**src/rtl/om_result_streamer.sv**
```systemverilog
// Streams a window of OutputMemory distances over a valid/ready interface,
// flagging unreachable vertices (distance == INF_VALUE).
//
// state  | meaning
// IDLE   | waiting for start; OMAR holds its last value
// STREAM | fetching words from OutputMemory and presenting them to the consumer
// FINISH | one-cycle done pulse, then back to IDLE
module om_result_streamer #(
   parameter int                ADDR_W    = 13,
   parameter int                DATA_W    = 16,
   parameter logic [DATA_W-1:0] INF_VALUE = {DATA_W{1'b1}}
) (
   input  logic              clock,
   input  logic              reset,
   input  logic              start,
   input  logic [ADDR_W-1:0] base_addr,
   input  logic [ADDR_W-1:0] count,
   output logic [ADDR_W-1:0] OMAR,
   input  logic [DATA_W-1:0] OMDR,
   output logic [DATA_W-1:0] out_data,
   output logic [ADDR_W-1:0] out_index,
   output logic              out_unreach,
   output logic              out_valid,
   input  logic              out_ready,
   output logic              busy,
   output logic              done
);

   typedef enum logic [1:0] {
      IDLE   = 2'd0,
      STREAM = 2'd1,
      FINISH = 2'd2
   } state_t;

   state_t            state_q, state_d;
   logic [ADDR_W-1:0] base_q, base_d;
   logic [ADDR_W-1:0] count_q, count_d;
   logic [ADDR_W-1:0] rd_idx_q, rd_idx_d;
   logic [DATA_W-1:0] data_q, data_d;
   logic [ADDR_W-1:0] idx_q, idx_d;
   logic              unreach_q, unreach_d;
   logic              valid_q, valid_d;
   logic              load;
   logic              accept;
   logic              last_accept;

   always_ff @(posedge clock) begin
      if (reset) begin
         state_q   <= IDLE;
         base_q    <= '0;
         count_q   <= '0;
         rd_idx_q  <= '0;
         data_q    <= '0;
         idx_q     <= '0;
         unreach_q <= 1'b0;
         valid_q   <= 1'b0;
      end else begin
         state_q   <= state_d;
         base_q    <= base_d;
         count_q   <= count_d;
         rd_idx_q  <= rd_idx_d;
         data_q    <= data_d;
         idx_q     <= idx_d;
         unreach_q <= unreach_d;
         valid_q   <= valid_d;
      end
   end

   always_comb begin
      state_d     = state_q;
      base_d      = base_q;
      count_d     = count_q;
      rd_idx_d    = rd_idx_q;
      data_d      = data_q;
      idx_d       = idx_q;
      unreach_d   = unreach_q;
      valid_d     = valid_q;
      load        = 1'b0;
      accept      = valid_q && out_ready;
      last_accept = accept && (idx_q == count_q - ADDR_W'(1));

      case (state_q)
         IDLE: begin
            valid_d = 1'b0;
            if (start) begin
               base_d   = base_addr;
               count_d  = count;
               rd_idx_d = '0;
               state_d  = (count == '0) ? FINISH : STREAM;
            end
         end

         STREAM: begin
            // A slot is free when nothing is held or the held word leaves this edge.
            load = (!valid_q || out_ready) && (rd_idx_q < count_q);
            if (load) begin
               data_d    = OMDR;
               idx_d     = rd_idx_q;
               unreach_d = (OMDR == INF_VALUE);
               valid_d   = 1'b1;
               rd_idx_d  = rd_idx_q + ADDR_W'(1);
            end else if (accept) begin
               valid_d = 1'b0;
            end
            if (last_accept) begin
               state_d = FINISH;
            end
         end

         FINISH: begin
            valid_d = 1'b0;
            state_d = IDLE;
         end

         default: begin
            valid_d = 1'b0;
            state_d = IDLE;
         end
      endcase
   end

   // Address wraps naturally at 2^ADDR_W; base/rd_idx hold in IDLE so OMAR does too.
   assign OMAR        = base_q + rd_idx_q;
   assign out_data    = data_q;
   assign out_index   = idx_q;
   assign out_unreach = unreach_q;
   assign out_valid   = valid_q;
   assign busy        = (state_q == STREAM) || (state_q == FINISH);
   assign done        = (state_q == FINISH);

endmodule

```
**config.mk**
```make
export PLATFORM = sky130hd
export DESIGN_NAME = om_result_streamer
export DESIGN_NICKNAME = d
export VERILOG_FILES = /design/src/rtl/om_result_streamer.sv
export SDC_FILE = /design/constraint.sdc
export NUM_CORES = 1
export LEC_CHECK = 0
export ABC_AREA = 1
export BUFFER_PORTS_ARGS = -buffer_cell sky130_fd_sc_hd__buf_2
export CAP_MARGIN = 5
export CORE_MARGIN = 3
export CORE_UTILIZATION = 49
export CTS_CLUSTER_SIZE = 25
export DETAILED_ROUTE_END_ITERATION = 7
export GPL_ROUTABILITY_DRIVEN = 0
export PLACE_DENSITY = 0.82
export SLEW_MARGIN = 10
export SYNTH_ARGS = -nofsm -noshare
export SYNTH_HDL_FRONTEND = slang
export SYNTH_SLANG_ARGS = --single-unit
```
**constraint.sdc**
```tcl
create_clock -name clock -period 2.2 [get_ports clock]
set_clock_uncertainty 0.2 [all_clocks]
set_input_delay 0.33 -clock clock [delete_from_list [all_inputs] [get_ports clock]]
set_output_delay 0.33 -clock clock [all_outputs]
set_load 0.05 [all_outputs]
```
==> qor.csv, run 1 <==
metric;value;unit
CTS Hold Bufs;0;
final setup vio count;50;
die span in x;98.1;um
Inserted Clock Buffers;9;
RR Endpoint;out_index[4];
Placeable Area;7970;um2
DP HPWL;8.95;mm
Setup WS post-layout;-505;ps
Initial Utilization;52.1;%
hold_ws;5.58;ps
worst-path maximum fanout;3;
Design Area, Final;6200;um2
vias per inst;5.62;
largest family of logic cells by synthesized area;simple AND/OR/NAND/NOR gates;
DRT Wirelength;14.2;mm
CP Data Required Time;1670;ps
flops & latches, synth;72;
flop2flop setup slack;-160;ps
outcome;complete, but fails checks;
initial antenna violation count;0;
CP Data Arrival Time;2180;ps
Power Dens Cells;699;nW/um2
WL/cell;16.9;um
Mapped Area;4150;um2
Synth Area in XOR/XNOR;7.50;%
DRC;0;
CP Class;reg -> out;
area delta synth->final;49.2;%
Final ANT Viol Nets;0;
critical path's top delay family;compound AO/OA/AOI/OAI gates;
post-synthesis compound-gate area fraction;16.1;%
crit-path max cell delay;350;ps
crit share post-route;123;%
Global Route Usage Sum;25.4;%
FP Rows;32;
R2R Path Start;count_q[10];
violated checks;setup timing;
Max Fclk;370;MHz
DRT Pass-1 Iters;6;
WP buf/inv;1;
die height;98.1;um
unrepaired setup endpoints after global routing;yes;
Ys Warns;0;
final setup TNS;-5650;ps
slowest CP cell;dfxtp_2;
Cell variety after synth;36;
CP cell instances;ha_4 > a21oi_4 > nand2_2 > a21oi_4 > o21ai_2 > a21oi_2 > nor2_1 > nor2_2 > xnor2_4 > buf_6;
Cells after Synth;578;
clock tree buffer depth;2;
post-synthesis adder-cell area fraction;9.22;%
Worst-Skew Late Latency;370;ps
placed instance count;810;
class of the worst hold path;in -> reg;
Period minus WS final;2710;ps
most frequent cells in the layout;nor2_1 (94), buf_2 (81), buf_4 (61);
Worst path depth;10;
pre-CTS setup slack;-295;ps
Root Buffer;clkbuf_8;
Final Hold Vio Count;0;
total congestion overflow;0;
via count;4741;
crit-path most repeated cell;a21oi_4;
Max Cap Viol;0;
commonest non-fill, non-tap cell in the layout;nor2_1;
Slew Limit Headroom;66.2;%
Pleak;2.75;nW
largest net degree at the start of global routing;44;
CTS tree;done;
H-tree Lvls;3;
fin util;77.8;%
Critical Path Start Type;flop;
Power Total;4.33;mW
Syn Area/Cell;7.18;um2
Mapped Nets;654;
Worst VDD drop;0.000348;V
worst-margin pin slew;506;ps
Hold Path Cell Cnt;3;
full die area;9620;um2
worst hold start;OMDR[13];
CP Capture Type;output pin;
n_diodes;0;
Synth Area in Simple Gates;25.8;%
clk slew on worst S/H paths;100;ps
I/O Buffers;91;
non-filler cells, final;844;
worst hold endpoint;out_data[13];
Worst R2R Path Depth;10;
IO Pins;92;
global-route wire length before repair;20.1;mm
Initial DRC Count;533;
final net count;813;
vias in the first global route;4339;
share of layout cells above drive strength 1;40.8;%
register area share after synthesis;34.7;%
Final Max Tran Viols;0;
multiplexer share of the synthesized area;0;%
clock sinks;72;
placed cell areas;5350;um2
cells by family after synthesis:
logic type,after synthesis
adders and majority gates,30
AOI/OAI and AO/OA,127
and+or+nand+nor,246
xor gates and xnor gates,34
buffers and inverters,69
DFF,72
worst max-delay path by stage:
stage,start,to,slack [ps]
floorplan,rd_idx_q[0],OMAR[10],-180
global placement,base_q[2],OMAR[11],-220
detailed placement,base_q[2],OMAR[11],-290
CTS,base_q[2],OMAR[11],-470
global route,base_q[1],OMAR[11],-590
finish,base_q[2],OMAR[11],-510
timing repair:
action,in CTS,in global routing
pin swaps,15,22
buffers inserted,11,8
cloned,0,2
setup endpoints to repair,38,57
gates resized for setup,72,73
flip-flops by register name (all words and copies together) (netlist names):
register,cells
base_q,13
count_q,13
out_data,16
out_index,13
out_unreach,1
out_valid,1
rd_idx_q,13
state_q,2
final cells by class:
type                       instances  area, um2
multi-input combinational        438       3010
fill                             523       1770
sequential                        72       1460
timing repair buffer             170       1220
inverter                          46        183
tap                              102        128
clock buffer                       9        124
clock inverter                     7       68.8
power breakdown:
| part | total [mW] | switching, mW | internal [mW] | leakage, nW |
|---|---|---|---|---|
| logic | 1.71 | 1.11 | 0.601 | 2.05 |
| registers | 1.55 | 0.111 | 1.44 | 0.598 |
| clock network | 1.07 | 0.622 | 0.447 | 0.101 |
synthesized netlist by cell type, drive strengths merged:
cell | number | area [um2]
ha | 29 | 363
o21ai | 64 | 320
and3 | 1 | 6.26
fa | 1 | 20.0
a21o | 1 | 7.51
nor3 | 6 | 30.0
xnor3 | 1 | 22.5
o2111ai | 1 | 8.76
nor4 | 4 | 25.0
nand3 | 34 | 180
nand2 | 78 | 308
inv | 46 | 173
a31oi | 1 | 6.26
a211oi | 2 | 15.0
nand4 | 12 | 75.1
nor3b | 1 | 7.51
xnor2 | 10 | 87.6
nor2 | 107 | 419
clkbuf | 14 | 52.6
o221ai | 2 | 17.5
or2 | 3 | 18.8
xor2 | 23 | 201
dfxtp | 72 | 1440
a21oi | 56 | 295
buf | 9 | 51.3
routing by layer:
| layer | vias up | global-route usage (%) | wire length [um] |
|---|---|---|---|
| li1 | 2243 | - | - |
| met1 | 2173 | 31.1 | 5460 |
| met2 | 267 | 44.5 | 7160 |
| met3 | 58 | 4.29 | 1130 |
| met4 | 0 | 9.69 | 502 |
| met5 | - | 0 | 0 |
worst register-to-register path, delay by kind of cell (launching register included):
family                   cells  cell delay [ps]
adder cells (fa/ha/maj)      1              340
flip-flops                   1              360
AO/OA/AOI/OAI                4              650
buffers and inverters        3              420
AND/OR/NAND/NOR              2              300
Power figures use the tool's default switching activity.
==> inputs of run 2 (changes only) <==
--- a/config.mk
+++ b/config.mk
@@ -14,6 +14,7 @@
 export DETAILED_ROUTE_END_ITERATION = 7
 export GPL_ROUTABILITY_DRIVEN = 0
 export PLACE_DENSITY = 0.82
+export SETUP_SLACK_MARGIN = 0.1
 export SLEW_MARGIN = 10
 export SYNTH_ARGS = -nofsm -noshare
 export SYNTH_HDL_FRONTEND = slang
==> run 2 against run 1 <==
  * The run still ends with setup timing left
  * Clock power up 17%
  * Sequential cell count unchanged
  * Die area stayed put
  * Worst hold slack improved by 1.1 ps
  * First-iteration DRC count is 18% higher
  * Fmax fell by 2.2%
  * Global-route usage grew 2.7 points
  * Sequential power grew 3%
  * Design area grew 11%
  * Final cell count up 0.71%
  * Wire length is 30% higher
  * Critical endpoint unchanged
  * Largest power group unchanged
==> qor.csv, run 2 (synthesis results as in run 1) <==
metric;value;unit
H-tree Lvls;3;
WL/cell;21.8;um
DRC;0;
DRT Pass-1 Iters;7;
GR peak layer;met2;
Critical Path Start Type;flop;
Max Fclk;361;MHz
I/O Buffers;91;
FP Rows;32;
Power Dens Cells;709;nW/um2
CP Data Required Time;1670;ps
crit share post-route;126;%
Fill cells;360;
clock tree buffer depth;2;
Final Hold Vio Count;0;
global-route wire length before repair;22.1;mm
clk slew on worst S/H paths;90;ps
worst-margin pin slew;577;ps
Max Cap Viol;0;
outcome;complete, but fails checks;
unrepaired setup endpoints after global routing;yes;
final setup vio count;57;
CTS Hold Bufs;0;
share of layout cells above drive strength 1;51.7;%
Largest register FFs;16;
grt met3 use;5.43;%
Inserted Clock Buffers;9;
Final ANT Viol Nets;0;
most frequent cells in the layout;buf_2 (79), nor2_1 (68), nand2_1 (60), buf_4 (60), dfxtp_1 (51);
via count;5341;
full die area;9620;um2
area delta synth->final;65.4;%
Pleak;2.91;nW
Slew Limit Headroom;61.5;%
hold_ws;6.70;ps
CP Class;reg -> out;
Final Max Tran Viols;0;
final net count;819;
vias per inst;6.28;
Initial DRC Count;630;
IO Pins;92;
worst-path maximum fanout;2;
grt met1 use;31.8;%
die height;98.1;um
GRT met2 Usage;49.6;%
Period minus WS final;2770;ps
DP HPWL;9.22;mm
class of the worst hold path;in -> reg;
CP Capture Type;output pin;
total congestion overflow;0;
Worst-Skew Late Latency;370;ps
Initial Utilization;52.1;%
Setup WS post-layout;-567;ps
pre-CTS setup slack;-275;ps
clock sinks;72;
Global Route Usage Sum;28.1;%
CTS tree;done;
CP Data Arrival Time;2240;ps
Placeable Area;7970;um2
initial antenna violation count;0;
vias in the first global route;4735;
commonest non-fill, non-tap cell in the layout;buf_2;
die span in x;98.1;um
n_diodes;0;
Root Buffer;clkbuf_8;
largest net degree at the start of global routing;48;
Worst VDD drop;0.000610;V
DRT Wirelength;18.5;mm
violated checks;setup timing;
## run 2: layer usage
layer | routed length [um] | vias to the layer above
met1 | 6390 | 2488
met3 | 1750 | 163
met5 | 0 | -
met2 | 8980 | 434
met4 | 1420 | 0
li1 | - | 2256
## run 2: worst paths after layout
path              cells past startpoint         start  slack (ps)            to
hold reg to reg                       2   count_q[10]         290   count_q[10]
hold / removal                        3  base_addr[5]           7     base_q[5]
setup / recovery                     10     base_q[1]        -570      OMAR[11]
setup reg to reg                     11    count_q[7]        -530  out_index[1]
## run 2: final cells by class
| cell class | count | area [um2] | area share (%) |
|---|---|---|---|
| flip-flops and latches | 72 | 1470 | 21.4 |
| inverters | 46 | 193 | 2.80 |
| repair buffers | 176 | 1360 | 19.8 |
| clock inverters | 3 | 45.0 | 0.656 |
| clock buffers | 13 | 190 | 2.77 |
| well taps | 102 | 128 | 1.86 |
| multi-input cells | 438 | 3480 | 50.7 |
## run 2: timing repair
action,4_1_cts,5_1_grt
pin swaps,31,66
setup buffers,12,18
endpoints found under the setup margin,55,58
gates cloned,2,2
gates resized for setup,127,154
endpoints found under the hold margin,0,0
## run 2: through the flow
stage	cell area (um2)	power, mW	instances	utilization [%]	setup TNS, ps
after floorplan	4390	2.62	578	-	-588
after detailed placement	5380	3.03	811	67.5	-1850
after CTS	6190	4.40	840	77.6	-4040
after global routing	6870	5.03	850	86.2	-22380
after global placement	5380	2.97	811	67.5	-736
final	6870	4.87	850	86.2	-20120
## run 2: worst max-delay path, stage by stage, from the launching register on
cell     delay [ps]
dfxtp_1         330
ha_1            320
nand3_1         120
nand2_2         100
a21oi_4         170
o21ai_2         120
a21oi_2         160
nor2_1           60
nor2_2          180
xnor2_4         140
buf_6           170
## run 2: power breakdown
| part | internal, mW | leakage, nW | switching, mW |
|---|---|---|---|
| sequential | 1.44 | 0.600 | 0.146 |
| combinational | 0.736 | 2.19 | 1.30 |
| clock | 0.686 | 0.113 | 0.563 |
| total | 2.87 | 2.91 | 2.01 |
==> inputs of run 3 (changes only) <==
--- a/config.mk
+++ b/config.mk
@@ -8,6 +8,7 @@
 export ABC_AREA = 1
 export BUFFER_PORTS_ARGS = -buffer_cell sky130_fd_sc_hd__buf_2
 export CAP_MARGIN = 5
+export CORE_ASPECT_RATIO = 2
 export CORE_MARGIN = 3
 export CORE_UTILIZATION = 49
 export CTS_CLUSTER_SIZE = 25
==> run 3 against run 2 <==
  * The flow still finishes with violations (setup timing)
  * Design area is 2.7% higher
  * Sequential share of layout area is 0.64 points lower
  * Global-route usage is 9.0 points higher
  * Die area is 0.69% higher
  * Highest routed layer unchanged
==> qor.csv, run 3 (synthesis results as in run 1) <==
metric;value;unit
CP Capture Type;output pin;
DRT Wirelength;21.3;mm
CP Class;reg -> out;
CP Data Arrival Time;2280;ps
metal3 WL;1.96;mm
global-route wire length before repair;27.4;mm
Fill cells;341;
WL/cell;24.9;um
placed cell areas;5400;um2
vias in the first global route;5369;
Initial Utilization;51.2;%
DR top layer;met4;
DR WL met2;10.2;mm
largest net degree at the start of global routing;44;
vias per inst;6.61;
clk slew on worst S/H paths;60;ps
outcome;complete, but fails checks;
WP buf/inv;1;
die height;136;um
Largest register FFs;16;
worst-path maximum fanout;3;
most frequent cells in the layout;buf_2 (79), buf_4 (69), nor2_1 (67);
DP HPWL;9.57;mm
IO Pins;92;
FP Rows;46;
Slew Limit Headroom;53.2;%
violated checks;setup timing;
DRC;0;
crit-path max cell delay;380;ps
slowest CP cell;dfxtp_4;
CTS tree;done;
Period minus WS final;2810;ps
Final Max Tran Viols;0;
DRT Pass-1 Iters;8;
clock sinks;72;
Max Cap Viol;0;
DRT met1 WL;6.86;mm
die span in x;71.1;um
Inserted Clock Buffers;9;
via count;5654;
clock tree buffer depth;2;
share of layout cells above drive strength 1;51.1;%
commonest non-fill, non-tap cell in the layout;buf_2;
H-tree Lvls;3;
crit share post-route;128;%
final setup vio count;56;
Design Area, Final;7060;um2
area delta synth->final;70.0;%
Critical Path Start Type;flop;
crit-path most repeated cell;a21oi_4;
final net count;831;
class of the worst hold path;in -> reg;
full die area;9680;um2
Worst-Skew Late Latency;360;ps
worst-margin pin slew;695;ps
initial antenna violation count;0;
CP Data Required Time;1670;ps
Worst VDD drop;0.000761;V
Reg area;1470;um2
Max Fclk;356;MHz
area of the multi-input gates;3520;um2
Initial DRC Count;749;
Power Dens Cells;748;nW/um2
Root Buffer;clkbuf_16;
total congestion overflow;0;
pre-CTS setup slack;-331;ps
Final Hold Vio Count;0;
n_diodes;0;
Pleak;3.06;nW
critical path's top delay family;compound AO/OA/AOI/OAI gates;
I/O Buffers;91;
Placeable Area;8120;um2
Final ANT Viol Nets;0;
Global Route Usage Sum;37.1;%
Setup WS post-layout;-611;ps
CP cell instances;ha_4 > a21oi_4 > nand2_2 > a21oi_4 > o21ai_2 > a21oi_2 > nor2_1 > nor2_2 > xnor2_4 > buf_6;
unrepaired setup endpoints after global routing;yes;
## run 3: cell types whose count changed in the layout (fill, tap and decap cells not counted), moves of 7 or more
cell       delta
o21ai_2       -9
a21oi_1       -7
clkbuf_16     +8
buf_4         +9
dfxtp_2       -7
clkbuf_8     -12
nand3_1      +12
nand3_2      -12
nand2_1       -7
## run 3: routing by layer
| metal | up-vias | track usage (%) |
|---|---|---|
| met4 | 0 | 26.9 |
| met1 | 2599 | 36.8 |
| met5 | - | 0 |
| met3 | 234 | 7.85 |
| li1 | 2286 | - |
| met2 | 535 | 66.4 |
## run 3: repair_timing
item / CTS / global route
setup endpoints to repair: 57 / 58
resized for setup: 146 / 135
setup buffers: 21 / 16
hold buffers: 0 / 0
pin swaps: 28 / 57
cloned: 5 / 1
## run 3: per-stage QoR
| step | hold slack, ps | total power [mW] | utilization (%) | cells | TNS (ps) |
|---|---|---|---|---|---|
| finish | 37.9 | 5.28 | 87.0 | 856 | -10940 |
| CTS | 34.4 | 4.82 | 80.4 | 850 | -8880 |
| floorplan | 256 | 2.62 | - | 578 | -588 |
| detailed placement | 266 | 3.04 | 66.5 | 809 | -2220 |
| global placement | 260 | 2.99 | 66.5 | 809 | -675 |
| global route | 46.6 | 5.42 | 87.0 | 856 | -16280 |
## run 3: path summary, 6_finish.rpt
path / end / start / slack [ps] / depth (start not counted)
max: OMAR[11] / base_q[2] / -610 / 10
min: base_q[11] / base_addr[11] / 40 / 3
max reg2reg: rd_idx_q[5] / rd_idx_q[2] / -460 / 9
min reg2reg: base_q[11] / base_q[11] / 300 / 2
## run 3: layout make-up
type                            count  area share, %
Inverter                           46           2.69
Sequential cell                    72           20.8
Clock inverter                      7           1.10
Timing Repair Buffer              188           20.7
Multi-Input combinational cell    438           49.8
Tap cell                           96           1.70
Clock buffer                        9           3.19
## run 3: power by group
group	leakage, nW	total, mW	switching [mW]	internal, mW
Sequential	0.598	1.60	0.157	1.44
Combinational	2.32	2.12	1.35	0.769
Clock	0.147	1.56	0.667	0.890
## run 3: worst reg2reg max path, cell delays in order, from the launching register on
cell and delay (ps):
dfxtp_4 390, buf_6 130, buf_4 150, inv_1 120, nor4_1 640, nand2_1 200, xor2_1 200, nor2_1 120
nand3_1 110, a21oi_1 300
